===== src/rtl/tsu_q_regs_if.sv =====
// Register bus between a host and the time-stamp queue front end.
interface tsu_q_regs_if;
    logic        wr_in;
    logic        rd_in;
    logic [7:0]  addr_in;
    logic [31:0] data_in;
    logic [31:0] data_out;

    modport master (output wr_in, rd_in, addr_in, data_in, input data_out);
    modport slave  (input wr_in, rd_in, addr_in, data_in, output data_out);
endinterface


===== src/rtl/tsu_q_regs.sv =====
// Multi-channel register front end for the time-stamp FIFOs: per-channel pop
// FSM with atomic shadow, auto-pop, threshold/underrun W1C interrupts.
//
// state | meaning
// IDLE  | waiting for a pop command or an auto-pop opportunity
// POP   | q_rd_en_out[c] high for one clock
// WAIT  | FIFO word presented this clock, captured into the shadow
module tsu_q_regs #(
    parameter int N_CH  = 2,
    parameter int TS_W  = 56,
    parameter int LVL_W = 8
) (
    input  logic                  clk,
    input  logic                  rst,
    tsu_q_regs_if.slave           bus,
    input  logic [N_CH*LVL_W-1:0] q_level_in,
    input  logic [N_CH*TS_W-1:0]  q_data_in,
    output logic [N_CH-1:0]       q_rd_en_out,
    output logic [N_CH-1:0]       q_rst_out,
    output logic                  irq_out
);
    typedef enum logic [1:0] {IDLE, POP, WAIT} state_t;

    localparam logic [7:0]  CH_MASK  = 8'((9'd1 << N_CH) - 9'd1);
    localparam logic [15:0] IRQ_MASK = {CH_MASK, CH_MASK};

    logic [1:0]  win_reg;
    logic [2:0]  win_ch;
    logic        win_hit;
    logic        sel_stat;
    logic        sel_en;
    logic [15:0] irq_stat;
    logic [15:0] irq_en;
    logic [15:0] irq_set;
    logic [15:0] irq_w1c;
    logic [N_CH-1:0] thr_set;
    logic [N_CH-1:0] udr_set;
    logic [31:0] ch_rd [N_CH];
    logic [31:0] rd_data;
    logic [31:0] data_q;
    logic        unused_bits;

    assign win_hit  = !bus.addr_in[7];
    assign win_ch   = bus.addr_in[6:4];
    assign win_reg  = bus.addr_in[3:2];
    assign sel_stat = (bus.addr_in[7:2] == 6'h20);
    assign sel_en   = (bus.addr_in[7:2] == 6'h21);
    assign irq_w1c  = (bus.wr_in && sel_stat) ? bus.data_in[15:0] : 16'h0;
    assign irq_set  = {8'(udr_set), 8'(thr_set)};
    assign unused_bits = ^{bus.data_in[31:16], bus.addr_in[1:0]};

    for (genvar c = 0; c < N_CH; c++) begin : g_ch
        state_t            state, state_nx;
        logic [LVL_W-1:0]  level;
        logic [LVL_W-1:0]  thresh_r;
        logic [TS_W-1:0]   shadow;
        logic              sel, wr_ctrl, pop_cmd, qrst_cmd, wr_thr, rd_lo;
        logic              auto_r, valid_r, udr_r, thr_q, thr_cond, q_rst_r;
        logic              udr_event, capture, busy;

        assign level    = q_level_in[c*LVL_W +: LVL_W];
        assign sel      = win_hit && (win_ch == 3'(c));
        assign wr_ctrl  = bus.wr_in && sel && (win_reg == 2'd0);
        assign pop_cmd  = wr_ctrl && bus.data_in[0];
        assign qrst_cmd = wr_ctrl && bus.data_in[1];
        assign wr_thr   = bus.wr_in && sel && (win_reg == 2'd3);
        assign rd_lo    = bus.rd_in && sel && (win_reg == 2'd2);
        assign busy     = (state != IDLE);
        assign capture  = (state == WAIT) && !qrst_cmd;
        assign thr_cond = (thresh_r != '0) && (level >= thresh_r);

        assign q_rd_en_out[c] = (state == POP);
        assign q_rst_out[c]   = q_rst_r;
        assign thr_set[c]     = thr_cond && !thr_q;
        assign udr_set[c]     = udr_event;

        // Next state; a queue reset overrides everything, including a pop in the same write
        always_comb begin
            state_nx  = state;
            udr_event = 1'b0;
            if (qrst_cmd) begin
                state_nx = IDLE;
            end else begin
                case (state)
                    IDLE: begin
                        if (pop_cmd || (auto_r && !valid_r)) begin
                            if (level != '0) state_nx = POP;
                            else if (pop_cmd) udr_event = 1'b1;
                        end
                    end
                    POP:     state_nx = WAIT;
                    WAIT:    state_nx = IDLE;
                    default: state_nx = IDLE;
                endcase
            end
        end

        // FSM state register
        always_ff @(posedge clk or negedge rst) begin
            if (!rst) state <= IDLE;
            else      state <= state_nx;
        end

        // Channel control/status, shadow capture and threshold edge detect
        always_ff @(posedge clk or negedge rst) begin
            if (!rst) begin
                auto_r   <= 1'b0;
                valid_r  <= 1'b0;
                udr_r    <= 1'b0;
                thresh_r <= '0;
                shadow   <= '0;
                thr_q    <= 1'b0;
                q_rst_r  <= 1'b0;
            end else begin
                q_rst_r <= qrst_cmd;
                thr_q   <= thr_cond;
                if (wr_ctrl) auto_r <= bus.data_in[2];
                if (wr_thr)  thresh_r <= bus.data_in[LVL_W-1:0];
                if (capture) shadow <= q_data_in[c*TS_W +: TS_W];
                // capture beats a same-edge DATA_LO read
                if (qrst_cmd)     valid_r <= 1'b0;
                else if (capture) valid_r <= 1'b1;
                else if (rd_lo)   valid_r <= 1'b0;
                if (qrst_cmd)            udr_r <= 1'b0;
                else if (udr_event)      udr_r <= 1'b1;
                else if (irq_w1c[8 + c]) udr_r <= 1'b0;
            end
        end

        always_comb begin
            ch_rd[c] = 32'h0;
            case (win_reg)
                2'd0: ch_rd[c] = {16'(level), 12'h0, udr_r, auto_r, busy, valid_r};
                2'd1: ch_rd[c] = 32'(shadow >> 32);
                2'd2: ch_rd[c] = shadow[31:0];
                2'd3: ch_rd[c] = 32'(thresh_r);
                default: ch_rd[c] = 32'h0;
            endcase
        end
    end

    // Read mux; unmapped and absent-channel addresses return 0
    always_comb begin
        rd_data = 32'h0;
        for (int c = 0; c < N_CH; c++) begin
            if (win_hit && (win_ch == 3'(c))) rd_data = ch_rd[c];
        end
        if (sel_stat) rd_data = {16'h0, irq_stat};
        if (sel_en)   rd_data = {16'h0, irq_en};
    end

    // Interrupt status (set wins over W1C), enable, and registered request
    always_ff @(posedge clk or negedge rst) begin
        if (!rst) begin
            irq_stat <= 16'h0;
            irq_en   <= 16'h0;
            irq_out  <= 1'b0;
        end else begin
            irq_stat <= ((irq_stat & ~irq_w1c) | irq_set) & IRQ_MASK;
            if (bus.wr_in && sel_en) irq_en <= bus.data_in[15:0] & IRQ_MASK;
            irq_out <= |(irq_stat & irq_en);
        end
    end

    // Registered read data, held between reads
    always_ff @(posedge clk or negedge rst) begin
        if (!rst)          data_q <= 32'h0;
        else if (bus.rd_in) data_q <= rd_data;
    end

    assign bus.data_out = data_q;
endmodule

===== src/flat_wrapper.sv =====
// flat-port wrapper written by rule: the top's interface ports become plain ports
module tsu_q_regs_flat 
#(
    parameter int N_CH  = 2,
    parameter int TS_W  = 56,
    parameter int LVL_W = 8
)
  (clk, rst, q_level_in, q_data_in, q_rd_en_out, q_rst_out, irq_out, bus_wr_in, bus_rd_in, bus_addr_in, bus_data_in, bus_data_out);
  tsu_q_regs_if bus_i ();
  input  logic clk;
  input  logic rst;
  input  logic [N_CH*LVL_W-1:0] q_level_in;
  input  logic [N_CH*TS_W-1:0] q_data_in;
  output logic [N_CH-1:0] q_rd_en_out;
  output logic [N_CH-1:0] q_rst_out;
  output logic irq_out;
  input wire logic [$bits(bus_i.wr_in)-1:0] bus_wr_in;
  input wire logic [$bits(bus_i.rd_in)-1:0] bus_rd_in;
  input wire logic [$bits(bus_i.addr_in)-1:0] bus_addr_in;
  input wire logic [$bits(bus_i.data_in)-1:0] bus_data_in;
  output wire logic [$bits(bus_i.data_out)-1:0] bus_data_out;
  assign bus_i.wr_in = bus_wr_in;
  assign bus_i.rd_in = bus_rd_in;
  assign bus_i.addr_in = bus_addr_in;
  assign bus_i.data_in = bus_data_in;
  assign bus_data_out = bus_i.data_out;
  tsu_q_regs #(.N_CH(N_CH), .TS_W(TS_W), .LVL_W(LVL_W)) u_core (.clk(clk), .rst(rst), .bus(bus_i), .q_level_in(q_level_in), .q_data_in(q_data_in), .q_rd_en_out(q_rd_en_out), .q_rst_out(q_rst_out), .irq_out(irq_out));
endmodule

===== config.mk =====
export PLATFORM = sky130hd
export DESIGN_NAME = tsu_q_regs_flat
export DESIGN_NICKNAME = d
export VERILOG_FILES = /design/src/rtl/tsu_q_regs_if.sv /design/src/rtl/tsu_q_regs.sv /design/src/flat_wrapper.sv
export SDC_FILE = /design/constraint.sdc
export NUM_CORES = 1
export LEC_CHECK = 0
export CAP_MARGIN = 20
export CORE_MARGIN = 1.5
export CORE_UTILIZATION = 30
export DETAILED_ROUTE_END_ITERATION = 7
export PLACE_DENSITY = 0.62
export REMOVE_ABC_BUFFERS = 1
export SYNTH_ARGS = -nofsm -noshare
export SYNTH_HDL_FRONTEND = slang
export SYNTH_SLANG_ARGS = --single-unit

===== constraint.sdc =====
create_clock -name clk -period 1.5 [get_ports clk]
set_input_delay 0.3 -clock clk [delete_from_list [all_inputs] [get_ports clk]]
set_output_delay 0.3 -clock clk [all_outputs]
set_load 0.005 [all_outputs]

# Word level (Yosys, flattened, before mapping)
# Cells that the tools add are included.
totals:
  mem_count: 0
  mem_bits_rw: 0
  latch_bits: 0
  in_bits: 172
  ff_bits: 183
  romBits: 0
classes:
  n_mul: 0
  div: 0
  bitwise: 4
  mux: 37
  n_eq_ne: 14
  magnitude_cmp: 2
  n_addsub: 0
  shifts: 0
  n_reduce_logical: 52
ops:
  columns: ["operator", "count"]
  rows:
  - ["$pmux 32 s4", 2]
  - ["$mux 32", 4]
  - ["$reduce_bool 8->1", 4]
  - ["$logic_and 1x1->1", 26]
  - ["$mux 1", 22]
  - ["$and 10x10->10", 2]
  - ["$ge 8x8->1", 2]
  - ["$reduce_or 16->1", 1]
  - ["$eq 6x6->1 const B", 2]
  - ["$mux 2", 6]
  - ["$ne 3x1->1 const B", 4]
  - ["$reduce_bool 3->1", 4]
  - ["$mux 10", 1]
  - ["$not 10->10", 1]
  - ["$or 10x10->10", 1]
  - ["$eq 2x2->1 const B", 4]
  - ["$pmux 2 s2", 2]
  - ["$logic_not 1->1", 7]
  - ["$eq 2x1->1 const B", 3]
  - ["$logic_not 2->1", 3]
  - ["$reduce_and 2->1", 2]
  - ["$reduce_bool 2->1", 2]
  - ["$eq 3x1->1 const B", 1]
  - ["$logic_not 3->1", 1]
  - ["$logic_or 1x1->1", 2]

# Logic depth before layout (Yosys ltp)
logic_depth:
  depth_word: 12
  ltp_mapped: 9
  mapped_depth_nobuf: 6

# Worst setup path before layout
# OpenSTA, ideal clock, no wires.
synth_path:
  kind: "input to register"
  start: "in bus_addr_in[5]"
  end: "reg u_core.g_ch[1].shadow[0]"
  slack_ps: -399
  path_stages: 8
  required_ps: 1375
  t_arrival_ps: 1774
  cell_sequence: "buf_6 > nor4b_4 > and3_1 > buf_6 > nor2_2 > buf_6 > buf_12 > mux2_4"
synth_via:
  elab_chain_cells: 7
synth_lines:
  columns: ["element", "line", "source"]
  rows:
  - ["start: declaration", "flat_wrapper.sv:19", "input wire logic [$bits(bus_i.addr_in)-1:0] bus_addr_in;"]
  - ["$eq 3x1->1", "tsu_q_regs.sv:62", "assign sel = win_hit && (win_ch == 3'(c));"]
  - ["$logic_and 1x1->1", "tsu_q_regs.sv:62", null]
  - ["$logic_and 1x1->1 (2 in a row)", "tsu_q_regs.sv:63", "assign wr_ctrl = bus.wr_in && sel && (win_reg == 2'd0);"]
  - ["$logic_and 1x1->1", "tsu_q_regs.sv:65", "assign qrst_cmd = wr_ctrl && bus.data_in[1];"]
  - ["net u_core.g_ch[1].qrst_cmd", "tsu_q_regs.sv:57", "logic sel, wr_ctrl, pop_cmd, qrst_cmd, wr_thr, rd_lo;"]
  - ["$logic_not 1->1", "tsu_q_regs.sv:69", "assign capture = (state == WAIT) && !qrst_cmd;"]
  - ["$logic_and 1x1->1", "tsu_q_regs.sv:69", null]
  - ["end signal: assignment", "tsu_q_regs.sv:119", "if (capture) shadow <= q_data_in[c*TS_W +: TS_W];"]
  - ["end: declaration", "tsu_q_regs.sv:56", "logic [TS_W-1:0] shadow;"]
# The timed path passes the listed nets, and every way through them passes these cells.
# A chain may end at the register's enable or synchronous reset.

# Worst setup path in the final report
layout_path:
  start: "reg u_core.g_ch[0].state[1]"
  end: "reg u_core.g_ch[0].shadow[54]"
layout_via:
  elab_chain_cells: 2
layout_lines:
  columns: ["element", "line", "source"]
  rows:
  - ["start: declaration", "tsu_q_regs.sv:53", "state_t state, state_nx;"]
  - ["start signal: assignment", "tsu_q_regs.sv:101", "else state <= state_nx;"]
  - ["$eq 2x2->1", "tsu_q_regs.sv:69", null]
  - ["$logic_and 1x1->1", "tsu_q_regs.sv:69", null]
  - ["end signal: assignment", "tsu_q_regs.sv:119", null]
  - ["end: declaration", "tsu_q_regs.sv:56", null]
# No other way between the ends.

==> key figures <==
Clock tree
  • Library cell used as clock root buffer: clkbuf_16
  • Clock latency reported for the late side of the worst-skew pair: 430 ps
  • Clock sink count: 183
  • Number of buffers inserted during clock tree synthesis: 17
  • CTS tree: done
  • Level count of the clock H-tree: 4
  • Clock buffer depth: 2
  • Clock-pin transition on the worst setup and hold timing paths: 70 ps

STA
  • Final number of hold-violating endpoints: 0
  • Hold slack: 275 ps
  • Slew Limit Fails: 0
  • Maximum clock rate: 0.603 GHz
  • Final critical-path setup slack: -158 ps
  • Setup violations, final: 57
  • Minimum clock period: 1660 ps
  • Final worst-path cycle share: 111%
  • Transition time of the tightest slew-check pin: 473 ps
  • Skew final: 8.17 ps
  • Relative slew margins: 68.3%
  • RSZ-0062 raised after global routing: true

Worst setup path
  • Endpoint of the most critical register-to-register path: u_core.g_ch[0].shadow[54]
  • Crit path arrival time: 1970 ps
  • Endpoint of the most critical setup path: u_core.g_ch[0].shadow[54]
  • Launch point of the critical path: u_core.g_ch[0].state[1]
  • Max Fanout on Critical Path: 5
  • Worst r2r src: u_core.g_ch[0].state[1]
  • Endpoint type of the worst setup path: flop
  • Setup slack of the worst register-to-register path: -160 ps
  • Start-to-end type of the worst setup path: reg2reg
  • Worst reg2reg path depth: 6
  • Startpoint type of the worst setup path: flop
  • Worst path required time: 1820 ps

Min path
  • Min-Delay Path Class: in2reg

Global route
  • Maximum number of pins on one net before global-route repair: 45
  • Number of antenna violations at the first check in global routing: 0
  • GR Util All Layers: 18.7%
  • Total grt overflow: 0
  • Wire length of the first global-routing pass: 43.2 mm
  • Vias in the first global route: 7,177

Logic synthesis
  • Cells taking the most area after synthesis: dfrtp_1 (52%), mux2_2 (11%), mux2_4 (6.8%), mux2i_1 (2.4%), ha_1 (2.3%)
  • Number of enable-type register cells in the synthesized netlist: 0
  • Share of Yosys cell area claimed by the top area cell type: 51.7%
  • Count leader, synth: dfrtp_1
  • Commonest cells in the netlist: dfrtp_1 (183), mux2_2 (89), inv_1 (42), mux2_4 (40)
  • Synthesis warning total: 0
  • Post-Syn Area per Cell: 12.6 sq um
  • Distinct cell type count after synthesis: 58
  • Asr flop ratio synth: 100%
  • Post-Synthesis Cells: 701
  • Sequential-to-total area share from yosys stat: 51.7%
  • Post-synthesis sequential element count: 183
  • Netlist area before placement: 8850 sq um
  • Most frequently used flop master after synthesis: dfrtp_1
  • Cell taking the most area after synthesis: dfrtp_1

Pwr
  • VDD IR-drop max: 0.000788 V
  • Total design power: 18.6 mW
  • Static leakage: 5.92 nW
  • Power Dens Cells: 1400 nW/um^2

Layout
  • FILL cells: 2,629
  • Final core utilization: 46.0%
  • Layout cell share with drive strength beyond 1: 34.8%
  • Post-route insts no fill: 1,383
  • Net count reported at finish: 1,174
  • Number of antenna diodes: 0
  • Relative area change from synthesis to final layout: 50.1%

Drt
  • Met3 WL post-DR: 1.71 mm
  • Post-Route M1 WL: 14.1 mm
  • Via total after detailed routing: 6,969
  • First DRT Iteration DRCs: 467
  • Total routed wirelength: 29.5 mm
  • Routed met2 length: 13.3 mm
  • WL/cell: 21.3 um
  • Vias per cell: 5.04
  • Post-route DRC violation count: 0
  • Top routing layer in use: met4
  • Pre-Repair DR Iteration Count: 6
  • Post-DRT Antenna Nets: 0

Floorplan
  • Initial core utilization: 30.7%
  • Die width: 175 um
  • Num ports: 209
  • Area of the die: 30,500 sq um
  • Placeable Area: 28,900 sq um
  • Height of the die: 175 um
  • Site row count: 62

Run status
  • Run status: finished, violations left
  • Violations in the final reports: negative setup slack

Placed design
  • Number of buffers added on ports: 184
  • Routability-driven placement congestion ratio: 0.846
  • Post-DP HPWL: 19.5 mm
  • Number of cells after detailed placement: 1,309

Job
  • Maxcap violations: 0
==> worst min path at each step <==
stage                         from  cells after the start  slack (ps)                        end
floorplan                      rst                      0           4     u_core.bus.data_out[0]
global placement               rst                      1         240    u_core.bus.data_out[28]
detailed placement             rst                      1         240  u_core.g_ch[1].shadow[28]
CTS                 bus_addr_in[6]                      4         230     u_core.g_ch[0].q_rst_r
global route        bus_addr_in[6]                      4         260     u_core.g_ch[0].q_rst_r
finish                   bus_rd_in                      2         280     u_core.bus.data_out[1]
==> metrics by stage <==
step | area [sq um] | worst slack [ps] | TNS, ps
6_report | 13300 | -158 | -5590
5_1_grt | 13300 | -193 | -8090
4_1_cts | 12900 | -155 | -4370
3_5_place_dp | 11600 | -833 | -130320
3_3_place_gp | 11600 | -850 | -129100
2_1_floorplan | 8520 | -1990 | -230360
==> layer usage <==
metal	vias to the layer above	GRT usage [%]
met5	-	0
met4	0	5.13
met3	24	4.83
met2	230	28.5
met1	3570	26.3
li1	3145	-
==> logic make-up (layout without fill, tap and decap cells) <==
kind of cell / count (synthesis) / in the layout / share of synthesized area (%)
mux: 154 / 154 / 21.5
buf+inv: 90 / 388 / 5.53
simple gates: 110 / 110 / 6.84
fa+ha+maj: 16 / 16 / 2.26
compound gates: 148 / 148 / 12.1
flops: 183 / 183 / 51.7
==> where the power goes <==
group | total [mW] | internal, mW | leakage, nW | switching, mW
Combinational | 6.20 | 4.11 | 3.41 | 2.09
Clock | 4.61 | 2.60 | 0.283 | 2.01
Sequential | 7.79 | 6.70 | 2.23 | 1.09
Total | 18.6 | 13.4 | 5.92 | 5.19
==> worst max-delay path, stage by stage (launching register included) <==
cell and delay (ps):
dfrtp_1 410, buf_6 120, nor3b_4 240, buf_6 160, buf_8 150, clkbuf_16 170
mux2_4 300
==> cell type report <==
type | instances | area [sq um] | area share, %
well taps | 384 | 480 | 3.62
multi-input cells | 428 | 4250 | 32.0
inverters | 43 | 161 | 1.22
flip-flops and latches | 183 | 4580 | 34.5
repair buffers | 313 | 3210 | 24.2
clock inverters | 10 | 119 | 0.895
clock buffers | 22 | 474 | 3.57
==> sequential cells by signal (all words and copies together) (netlist names) <==
| register | cells |
|---|---|
| u_core.bus.data_out | 32 |
| u_core.g_ch.auto_r | 2 |
| u_core.g_ch.q_rst_r | 2 |
| u_core.g_ch.shadow | 112 |
| u_core.g_ch.state | 4 |
| u_core.g_ch.thr_q | 2 |
| u_core.g_ch.thresh_r | 16 |
| u_core.g_ch.udr_r | 2 |
| u_core.g_ch.valid_r | 2 |
| u_core.irq_en | 4 |
| u_core.irq_out | 1 |
| u_core.irq_stat | 4 |
==> cells in the final DEF (no fill, tap or decap), types with 5 or more instances in the layout <==
master           instances
buf_6                   11
dlygate4sd2_1           39
buf_12                  16
clkbuf_16               24
o21a_1                   8
nor4_2                   5
buf_2                    8
dfrtp_1                183
ha_1                    14
buf_16                   5
a22oi_1                 23
a21o_1                   6
nand3_1                 12
nor2_1                  27
buf_4                   87
mux2_2                  23
clkdlybuf4s50_1        134
nand2_1                 23
o21ai_0                 27
o32ai_1                 12
inv_1                   41
mux2_4                 106
a21oi_1                  8
a221oi_1                 8
o221ai_1                 6
a211oi_1                20
mux2i_1                 21
==> repair_timing <==
item                                    in CTS  in global routing
hold buffers                                 1                  0
pin swaps                                   13                 12
buffers inserted                            23                  9
cloned                                       7                  9
gates resized for setup                    147                 58
endpoints found under the setup margin     210                107
endpoints found under the hold margin       28                  0
Note: power is estimated with default switching activity, not from simulation.
